[src/rtl/apb_pkg.sv]
// Shared definitions for the Wishbone-to-APB bridge.
//   - apb_state_e         : bridge FSM states (IDLE, SETUP, ACCESS, DONE)
//   - APB_STRB_W          : width of the APB4 write strobe / Wishbone byte select
//   - APB_TIMEOUT_DEFAULT : default ACCESS-phase watchdog limit in cycles
package apb_pkg;

  localparam int APB_STRB_W          = 4;
  localparam int APB_TIMEOUT_DEFAULT = 255;

  typedef enum logic [1:0] {
    ST_IDLE   = 2'd0,
    ST_SETUP  = 2'd1,
    ST_ACCESS = 2'd2,
    ST_DONE   = 2'd3
  } apb_state_e;

endpackage

[src/rtl/apb_timeout_ctr.sv]
// Clear/enable cycle counter with a terminal flag, used as the ACCESS-phase
// watchdog of the bridge.
// Ports:
//   clk, rst_n : clock, asynchronous active-low reset
//   clear      : synchronous clear (has priority over en)
//   en         : count one cycle
//   terminal   : high while the count equals LAST
module apb_timeout_ctr #(
  parameter int WIDTH = 8,
  parameter int LAST  = 254
) (
  input  logic clk,
  input  logic rst_n,
  input  logic clear,
  input  logic en,
  output logic terminal
);

  logic [WIDTH-1:0] count;

  // The count holds the number of ACCESS cycles already completed, so the
  // terminal flag is raised during the last allowed cycle.
  always_ff @(posedge clk or negedge rst_n) begin
    if (!rst_n) begin
      count <= '0;
    end else if (clear) begin
      count <= '0;
    end else if (en) begin
      count <= count + 1'b1;
    end
  end

  assign terminal = (count == WIDTH'(LAST));

endmodule

[src/rtl/wb_to_apb_bridge.sv]
// Wishbone-classic slave to APB master bridge. Each Wishbone cycle becomes
// a single APB transfer (SETUP then ACCESS) and is terminated by a one-cycle
// ack (success) or err (pslverr or watchdog expiry) in the DONE state.
// Ports:
//   clk, rst_n                   : shared clock, asynchronous active-low reset
//   wb_cyc_i/stb_i/we_i/sel_i    : Wishbone request controls
//   wb_adr_i, wb_dat_i           : Wishbone address and write data
//   wb_ack_o, wb_err_o, wb_dat_o : Wishbone termination and read data
//   paddr/psel/penable/pwrite    : APB master request
//   pwdata, pstrb                : APB write data and APB4 strobes
//   pready, prdata, pslverr      : APB completer response
module wb_to_apb_bridge
  import apb_pkg::*;
#(
  parameter int ADDR_W         = 32,
  parameter int DATA_W         = 32,
  parameter int TIMEOUT_CYCLES = APB_TIMEOUT_DEFAULT
) (
  input  logic                  clk,
  input  logic                  rst_n,
  input  logic                  wb_cyc_i,
  input  logic                  wb_stb_i,
  input  logic                  wb_we_i,
  input  logic [APB_STRB_W-1:0] wb_sel_i,
  input  logic [ADDR_W-1:0]     wb_adr_i,
  input  logic [DATA_W-1:0]     wb_dat_i,
  output logic                  wb_ack_o,
  output logic                  wb_err_o,
  output logic [DATA_W-1:0]     wb_dat_o,
  output logic [ADDR_W-1:0]     paddr,
  output logic                  psel,
  output logic                  penable,
  output logic                  pwrite,
  output logic [DATA_W-1:0]     pwdata,
  output logic [APB_STRB_W-1:0] pstrb,
  input  logic                  pready,
  input  logic [DATA_W-1:0]     prdata,
  input  logic                  pslverr
);

  // Counter just wide enough to reach TIMEOUT_CYCLES-1; a zero timeout
  // keeps a 1-bit counter whose flag is ignored.
  localparam int CTR_W    = (TIMEOUT_CYCLES < 2) ? 1 : $clog2(TIMEOUT_CYCLES);
  localparam int CTR_LAST = (TIMEOUT_CYCLES == 0) ? 0 : TIMEOUT_CYCLES - 1;

  apb_state_e            state, state_d;
  logic [ADDR_W-1:0]     paddr_d;
  logic [DATA_W-1:0]     pwdata_d;
  logic [DATA_W-1:0]     wb_dat_d;
  logic [APB_STRB_W-1:0] pstrb_d;
  logic                  pwrite_d;
  logic                  psel_d;
  logic                  penable_d;
  logic                  wb_ack_d;
  logic                  wb_err_d;
  logic                  ctr_terminal;
  logic                  timeout_hit;

  apb_timeout_ctr #(
    .WIDTH (CTR_W),
    .LAST  (CTR_LAST)
  ) u_timeout_ctr (
    .clk      (clk),
    .rst_n    (rst_n),
    .clear    (state != ST_ACCESS),
    .en       (state == ST_ACCESS),
    .terminal (ctr_terminal)
  );

  assign timeout_hit = (TIMEOUT_CYCLES != 0) && ctr_terminal;

  // Every output is registered: this block holds the state and all output
  // registers, and reset clears them at once so an in-flight APB transfer is
  // abandoned with psel dropping immediately.
  always_ff @(posedge clk or negedge rst_n) begin
    if (!rst_n) begin
      state    <= ST_IDLE;
      paddr    <= '0;
      pwdata   <= '0;
      pstrb    <= '0;
      pwrite   <= 1'b0;
      psel     <= 1'b0;
      penable  <= 1'b0;
      wb_ack_o <= 1'b0;
      wb_err_o <= 1'b0;
      wb_dat_o <= '0;
    end else begin
      state    <= state_d;
      paddr    <= paddr_d;
      pwdata   <= pwdata_d;
      pstrb    <= pstrb_d;
      pwrite   <= pwrite_d;
      psel     <= psel_d;
      penable  <= penable_d;
      wb_ack_o <= wb_ack_d;
      wb_err_o <= wb_err_d;
      wb_dat_o <= wb_dat_d;
    end
  end

  // Next-state and next-output logic. Request fields are captured only in
  // IDLE so they stay stable through SETUP/ACCESS and hold afterwards.
  // Terminations are gated by wb_cyc_i so an abandoned Wishbone cycle still
  // finishes on APB but never sees a stray ack/err.
  always_comb begin
    state_d  = state;
    paddr_d  = paddr;
    pwdata_d = pwdata;
    pstrb_d  = pstrb;
    pwrite_d = pwrite;
    wb_dat_d = wb_dat_o;
    wb_ack_d = 1'b0;
    wb_err_d = 1'b0;

    case (state)
      ST_IDLE: begin
        if (wb_cyc_i && wb_stb_i) begin
          state_d  = ST_SETUP;
          paddr_d  = wb_adr_i;
          pwdata_d = wb_dat_i;
          pwrite_d = wb_we_i;
          pstrb_d  = wb_we_i ? wb_sel_i : '0;
        end
      end
      ST_SETUP: begin
        state_d = ST_ACCESS;
      end
      ST_ACCESS: begin
        if (pready) begin
          state_d  = ST_DONE;
          wb_ack_d = wb_cyc_i & ~pslverr;
          wb_err_d = wb_cyc_i & pslverr;
          if (!pwrite && !pslverr && wb_cyc_i) begin
            wb_dat_d = prdata;
          end
        end else if (timeout_hit) begin
          state_d  = ST_DONE;
          wb_err_d = wb_cyc_i;
        end
      end
      ST_DONE: begin
        state_d = ST_IDLE;
      end
      default: begin
        state_d = ST_IDLE;
      end
    endcase

    psel_d    = (state_d == ST_SETUP) || (state_d == ST_ACCESS);
    penable_d = (state_d == ST_ACCESS);
  end

endmodule

[config.mk]
export PLATFORM = sky130hd
export DESIGN_NAME = wb_to_apb_bridge
export DESIGN_NICKNAME = d
export VERILOG_FILES = /design/src/rtl/apb_pkg.sv /design/src/rtl/apb_timeout_ctr.sv /design/src/rtl/wb_to_apb_bridge.sv
export SDC_FILE = /design/constraint.sdc
export NUM_CORES = 1
export LEC_CHECK = 0
export ABC_AREA = 0
export CORE_MARGIN = 2
export CORE_UTILIZATION = 40
export CTS_CLUSTER_DIAMETER = 200
export DETAILED_ROUTE_END_ITERATION = 12
export GPL_ROUTABILITY_DRIVEN = 0
export GPL_TIMING_DRIVEN = 0
export PLACE_DENSITY = 0.91
export SETUP_SLACK_MARGIN = 0.2
export SLEW_MARGIN = 20
export SYNTH_ARGS = -nofsm -noshare
export SYNTH_HDL_FRONTEND = slang
export SYNTH_SLANG_ARGS = --single-unit
[constraint.sdc]
create_clock -name clk -period 3.7 [get_ports clk]
set_clock_uncertainty 0.2 [all_clocks]
set_input_delay 0.74 -clock clk [delete_from_list [all_inputs] [get_ports clk]]
set_output_delay 0.74 -clock clk [all_outputs]
set_load 0.01 [all_outputs]
==> results of run 1 <==
-- layer usage --
layer | vias up | routed length, um | GRT usage | share of wire
met2 | 161 | 5750 | 0.333 | 0.52
met3 | 17 | 1100 | 0.0825 | 0.099
li1 | 1446 | - | - | -
met5 | - | 0 | 0 | 0
met4 | 0 | 183 | 0.0815 | 0.017
met1 | 1546 | 4050 | 0.200 | 0.37
-- final cells by class --
class / instances / area (um2)
fill: 754 / 3490
sequential: 115 / 2880
timing repair buffer: 213 / 2150
multi-input combinational: 152 / 1460
clock buffer: 24 / 510
tap: 140 / 175
buffer: 10 / 67.6
clock inverter: 4 / 47.5
inverter: 4 / 15.0
-- worst min path at each step --
stage / startpoint / endpoint / slack (ns) / depth (start not counted)
after global placement: pstrb[0] / pstrb[0] / 0.27 / 2
after CTS: u_timeout_ctr.count[0] / u_timeout_ctr.count[0] / 0.29 / 1
final: pstrb[1] / pstrb[1] / 0.28 / 2
after detailed placement: wb_dat_o[7] / wb_dat_o[7] / 0.28 / 1
after floorplan: rst_n / paddr[0] / 0.24 / 0
after global routing: u_timeout_ctr.count[0] / u_timeout_ctr.count[0] / 0.31 / 1
-- cells by family after synthesis --
family                     after synthesis
DFF                                    115
buffers and inverters                   14
xor gates and xnor gates                 3
and+or+nand+nor                         31
adders and majority gates                6
AOI/OAI and AO/OA                       15
muxes                                   97
-- registers in the layout, summed over array words and instances, names as in the netlist, 2 cells and up --
name and count:
paddr 32, pstrb 4, pwdata 32, state 2
u_timeout_ctr.count 8, wb_dat_o 32
-- power groups by stage --
stage                     Combinational [mW]  Sequential (mW)  Clock, mW
after floorplan                        0.689             2.40          0
after global placement                  2.34             2.13          0
after detailed placement                2.41             2.18          0
after CTS                               2.43             2.17       1.54
after global routing                    2.57             2.22       1.61
final                                   2.40             2.16       1.50
-- synth_stat cells (2+ instances only) --
master	n	area [um2]
and2_1	3	18.8
xnor2_1	2	17.5
nor2b_1	2	12.5
ha_1	6	75.1
dfrtp_1	115	2880
a21oi_1	3	15.0
nand2_1	11	41.3
mux2_2	95	1070
inv_1	4	15.0
nand3_1	5	25.0
buf_2	6	30.0
o21ai_0	7	35.0
nor2_1	2	7.51
or3_1	4	25.0
mux2_1	2	22.5
buf_6	3	33.8
a21boi_0	3	22.5
-- per-stage QoR --
stage / util / cells / setup TNS, ns / power, mW / setup slack [ns]
global placement: 0.621 / 632 / -285.38 / 4.47 / -2.49
global route: 0.677 / 662 / 0 / 6.40 / 1.12
finish: 0.677 / 662 / 0 / 6.06 / 1.28
CTS: 0.677 / 662 / 0 / 6.14 / 1.23
floorplan: - / 281 / 0 / 3.09 / 1.65
detailed placement: 0.624 / 633 / 0 / 4.59 / 0.875
-- repair_timing --
action | CTS | global route
hold buffers | 1 | 0
hold endpoints to repair | 50 | 0
endpoints found under the setup margin | 0 | 0
-- layout by cell type (no fill, tap or decap), drive strengths merged --
cell type / count
xnor2: 2
nand3: 5
clkinv: 2
buf: 11
nor4b: 1
and2: 3
ha: 6
nor2: 2
nor3b: 1
nand4: 1
or3: 4
clkinvlp: 1
clkdlybuf4s50: 210
o41a: 1
o41ai: 1
clkbuf: 25
a21boi: 3
o21ai: 7
nand2: 12
nor2b: 2
a21oi: 3
inv: 4
bufinv: 1
dlygate4sd3: 1
mux2: 97
dfrtp: 115
xor2: 1
-- worst min-delay path, stage by stage (launching register included) --
cell and delay [ns]:
dfrtp_1 0.34, nand2_1 0.04, o21ai_0 0.06
==> flow_metrics.tcl, run 1 <==
set metrics [dict create \
    sequentialPowerShare 0.356 \
    cts_root_buf "clkbuf_8" \
    core_region_area_um2 10800 \
    ir_worst_vdd_uv 503 \
    synth_edf_count 0 \
    drc 0 \
    htreeDepth 4 \
    cap_viol_max_count 0 \
    critPathLaunch "pwrite" \
    slew_headroom 0.634 \
    cts_resized 0 \
    drive_gt1_frac 0.261 \
    nets 626 \
    end_kind "output pin" \
    area_delta_synth_final_pct 65.2 \
    cp.depth 1 \
    grt_max_degree 66 \
    postRouteAntennaNets 0 \
    synth_nets 394 \
    intPower_mw 4.36 \
    yosys_warnings 0 \
    cts_made_buffers 17 \
    outcome "completed" \
    final-setup-viol-count 0 \
    switchingPower_mw 1.70 \
    p_per_area_nw_per_um2 829 \
    grt_first_pass_wirelength_um 16800 \
    worstPathArrival_ns 1.48 \
    first_global_vias 3446 \
    io_pins 212 \
    reg2reg_slack_ns 1.32 \
    clk_latency_ns 0.50 \
    cts_setup_buffers 0 \
    power.share.clock 0.248 \
    synth_compound_area_frac 0.0209 \
    reg2reg_depth 6 \
    synth_top_family_by_area "multiplexers" \
    first_iter_violations 99 \
    hp-class "reg -> reg" \
    r2r_start "state[0]" \
    synth_simple_gate_area_frac 0.0393 \
    hold_viol 0 \
    rows 38 \
    combPwrFrac 0.396 \
    via_per_inst 4.79 \
    synth_mux_area_frac 0.247 \
    timing.rr.end "wb_dat_o[14]" \
    whs_ns 0.280 \
    worstMarginPinSlew_ns 0.546 \
    period_minus_slack_ns 2.42 \
    portBuffers 211 \
    synthDistinctLibCells 25 \
    crit_chain "clkdlybuf4s50_1" \
    num_vias 3170 \
    track_usage 0.191 \
    wire_per_inst_um 16.7 \
    worstSetupPathType "reg -> out" \
    avgSynthCellArea_um2 15.7 \
    maxSlewViolCount 0 \
    antennaDiodeCount 0 \
    hpwl_um 8300 \
    cpMaxStageDelayCell "clkdlybuf4s50_1" \
    place_area_um2 6740 \
    fin_crit_sh 0.655 \
    start_util 0.410 \
    die_h_um 109 \
    die_w_um 109 \
    synth_flop_cell "dfrtp_1" \
    grt_overflow 0 \
    crit_end "pwrite" \
    fp.dieArea_um2 11900 \
    design_area_um2 7300 \
    detail_route.first_pass.iterations 4 \
    fmax_mhz 413 \
    grt_antenna_before_repair 0 \
    path_clk_slew_ns 0.05 \
    cts_sinks 115 \
    p_leak_nw 3.12 \
    clockBufferDepth 2 \
    critPathMaxFanout 3 \
    ys_ff_latch 115 \
    crit_buf_inv 1 \
    p_sw_frac 0.280 \
    async_reset_ff_frac 1.00 \
    synth_xor_xnor_area_share 0.00594 \
    critPathMaxStageDelay_ns 0.56 \
    crit_family "buffers and inverters" \
    routed_wl_um 11100 \
    cts_tree "yes" \
    startpoint_type "register" \
    worst_ep_required_time_ns 2.76 \
    synth_area_um2 4420 \
    synth-seq-area-share 0.651 \
    rsz0062_at_grt "false" \
    synth_cells 281 \
    synthAdderAreaFrac 0.0170 \
]
(Power assumes the default switching activity.)
==> run 2, diff against run 1 <==
clock period = 2.4 ns   (was 3.7 ns; I/O delays follow)
==> flow_metrics.tcl, run 2 (synthesis gave the netlist of run 1 again) <==
set metrics [dict create \
    grt_first_pass_wirelength_um 16900 \
    via_per_inst 4.78 \
    track_usage 0.191 \
    crit_family "buffers and inverters" \
    cap_viol_max_count 0 \
    num_vias 3181 \
    wire_per_inst_um 16.7 \
    core_region_area_um2 10800 \
    place_area_um2 6740 \
    fp.dieArea_um2 11900 \
    hold_viol 0 \
    htreeDepth 4 \
    clk_latency_ns 0.50 \
    reg.largest.list "paddr x32, pwdata x32, wb_dat_o x32" \
    cts_sinks 115 \
    start_util 0.410 \
    p_per_area_nw_per_um2 1280 \
    worstMarginPinSlew_ns 0.472 \
    p_leak_nw 3.15 \
    cts_tree "yes" \
    portBuffers 211 \
    startpoint_type "register" \
    period_minus_slack_ns 2.12 \
    nets 629 \
    antennaDiodeCount 0 \
    cts_root_buf "clkbuf_8" \
    worstSetupPathType "reg -> out" \
    rsz0062_at_grt "false" \
    clockBufferDepth 2 \
    maxSlewViolCount 0 \
    die_w_um 109 \
    hp-class "reg -> reg" \
    slew_headroom 0.685 \
    worstPathArrival_ns 1.44 \
    first_iter_violations 98 \
    final_util 0.681 \
    grt_overflow 0 \
    detail_route.first_pass.iterations 4 \
    final-setup-viol-count 0 \
    final_common_cell "clkdlybuf4s50_1" \
    postRouteAntennaNets 0 \
    io_pins 212 \
    first_global_vias 3458 \
    reg2reg_slack_ns 0.34 \
    outcome "completed" \
    drc 0 \
    area_delta_synth_final_pct 66.2 \
    rows 38 \
    crit_buf_inv 1 \
    routed_wl_um 11100 \
    grt_max_degree 66 \
    fmax_mhz 472 \
    path_clk_slew_ns 0.05 \
    crit_chain "clkdlybuf4s50_1" \
    hpwl_um 8300 \
    die_h_um 109 \
    critPathMaxFanout 2 \
    cpMaxStageDelayCell "clkdlybuf4s50_1" \
    drive_gt1_frac 0.270 \
    cts_made_buffers 17 \
    design_area_um2 7350 \
    end_kind "output pin" \
    worst_ep_required_time_ns 1.72 \
    final_cell_mix "clkdlybuf4s50_1 (209), dfrtp_1 (115), mux2_2 (95), clkbuf_16 (16), nand2_1 (11)" \
    fin_crit_sh 0.883 \
    critPathMaxStageDelay_ns 0.58 \
    grt_antenna_before_repair 0 \
    fill_cells 751 \
    ir_worst_vdd_uv 776 \
]
[run 2: worst paths after layout]
check,to,cells past startpoint,from
worst min-delay path,u_timeout_ctr.count[0],1,u_timeout_ctr.count[0]
worst max-delay path,paddr[27],1,paddr[27]
worst min register to register,u_timeout_ctr.count[0],1,u_timeout_ctr.count[0]
min in group asynchronous,wb_dat_o[6],2,rst_n
worst max register to register,wb_dat_o[14],7,state[0]
max in group asynchronous,pwdata[8],3,rst_n
[run 2: routing by layer]
metal | global-route usage | vias to the layer above | routed length [um]
li1 | - | 1453 | -
met1 | 0.200 | 1547 | 4070
met2 | 0.335 | 163 | 5780
met3 | 0.0825 | 18 | 1090
met4 | 0.0815 | 0 | 190
met5 | 0 | - | 0
[run 2: per-stage QoR]
| step | setup TNS [ns] | power (mW) | worst slack (ns) | instances | hold WS (ns) |
|---|---|---|---|---|---|
| 2_1_floorplan | 0 | 4.76 | 0.348 | 281 | -0.0156 |
| 3_3_place_gp | -409.41 | 6.88 | -3.53 | 632 | 0.267 |
| 3_5_place_dp | -8.29 | 7.07 | -0.165 | 633 | 0.253 |
| 4_1_cts | 0 | 9.49 | 0.212 | 665 | 0.285 |
| 5_1_grt | 0 | 9.91 | 0.204 | 665 | 0.307 |
| 6_report | 0 | 9.38 | 0.281 | 665 | 0.284 |
[run 2: layout make-up]
type,instances,area [um2],share of cell area
buffer,10,67.6,0.00920
clock buffer,24,510,0.0695
clock inverter,4,47.5,0.00647
inverter,4,15.0,0.00204
multi-input combinational,152,1480,0.201
sequential,115,2880,0.392
tap,140,175,0.0238
timing repair buffer,216,2180,0.296
[run 2: power by group]
group / internal [mW] / switching, mW / leakage (nW)
Combinational: 2.38 / 1.37 / 1.46
Clock: 1.54 / 0.779 / 0.277
Sequential: 2.84 / 0.484 / 1.41
[run 2: timing repair]
| action | 4_1_cts | 5_1_grt |
|---|---|---|
| setup buffers | 3 | 0 |
| setup endpoints to repair | 33 | 95 |
| endpoints found under the hold margin | 50 | 0 |
| gates resized for setup | 1 | 4 |
| pin swaps | 1 | 0 |
| hold buffers | 1 | 0 |
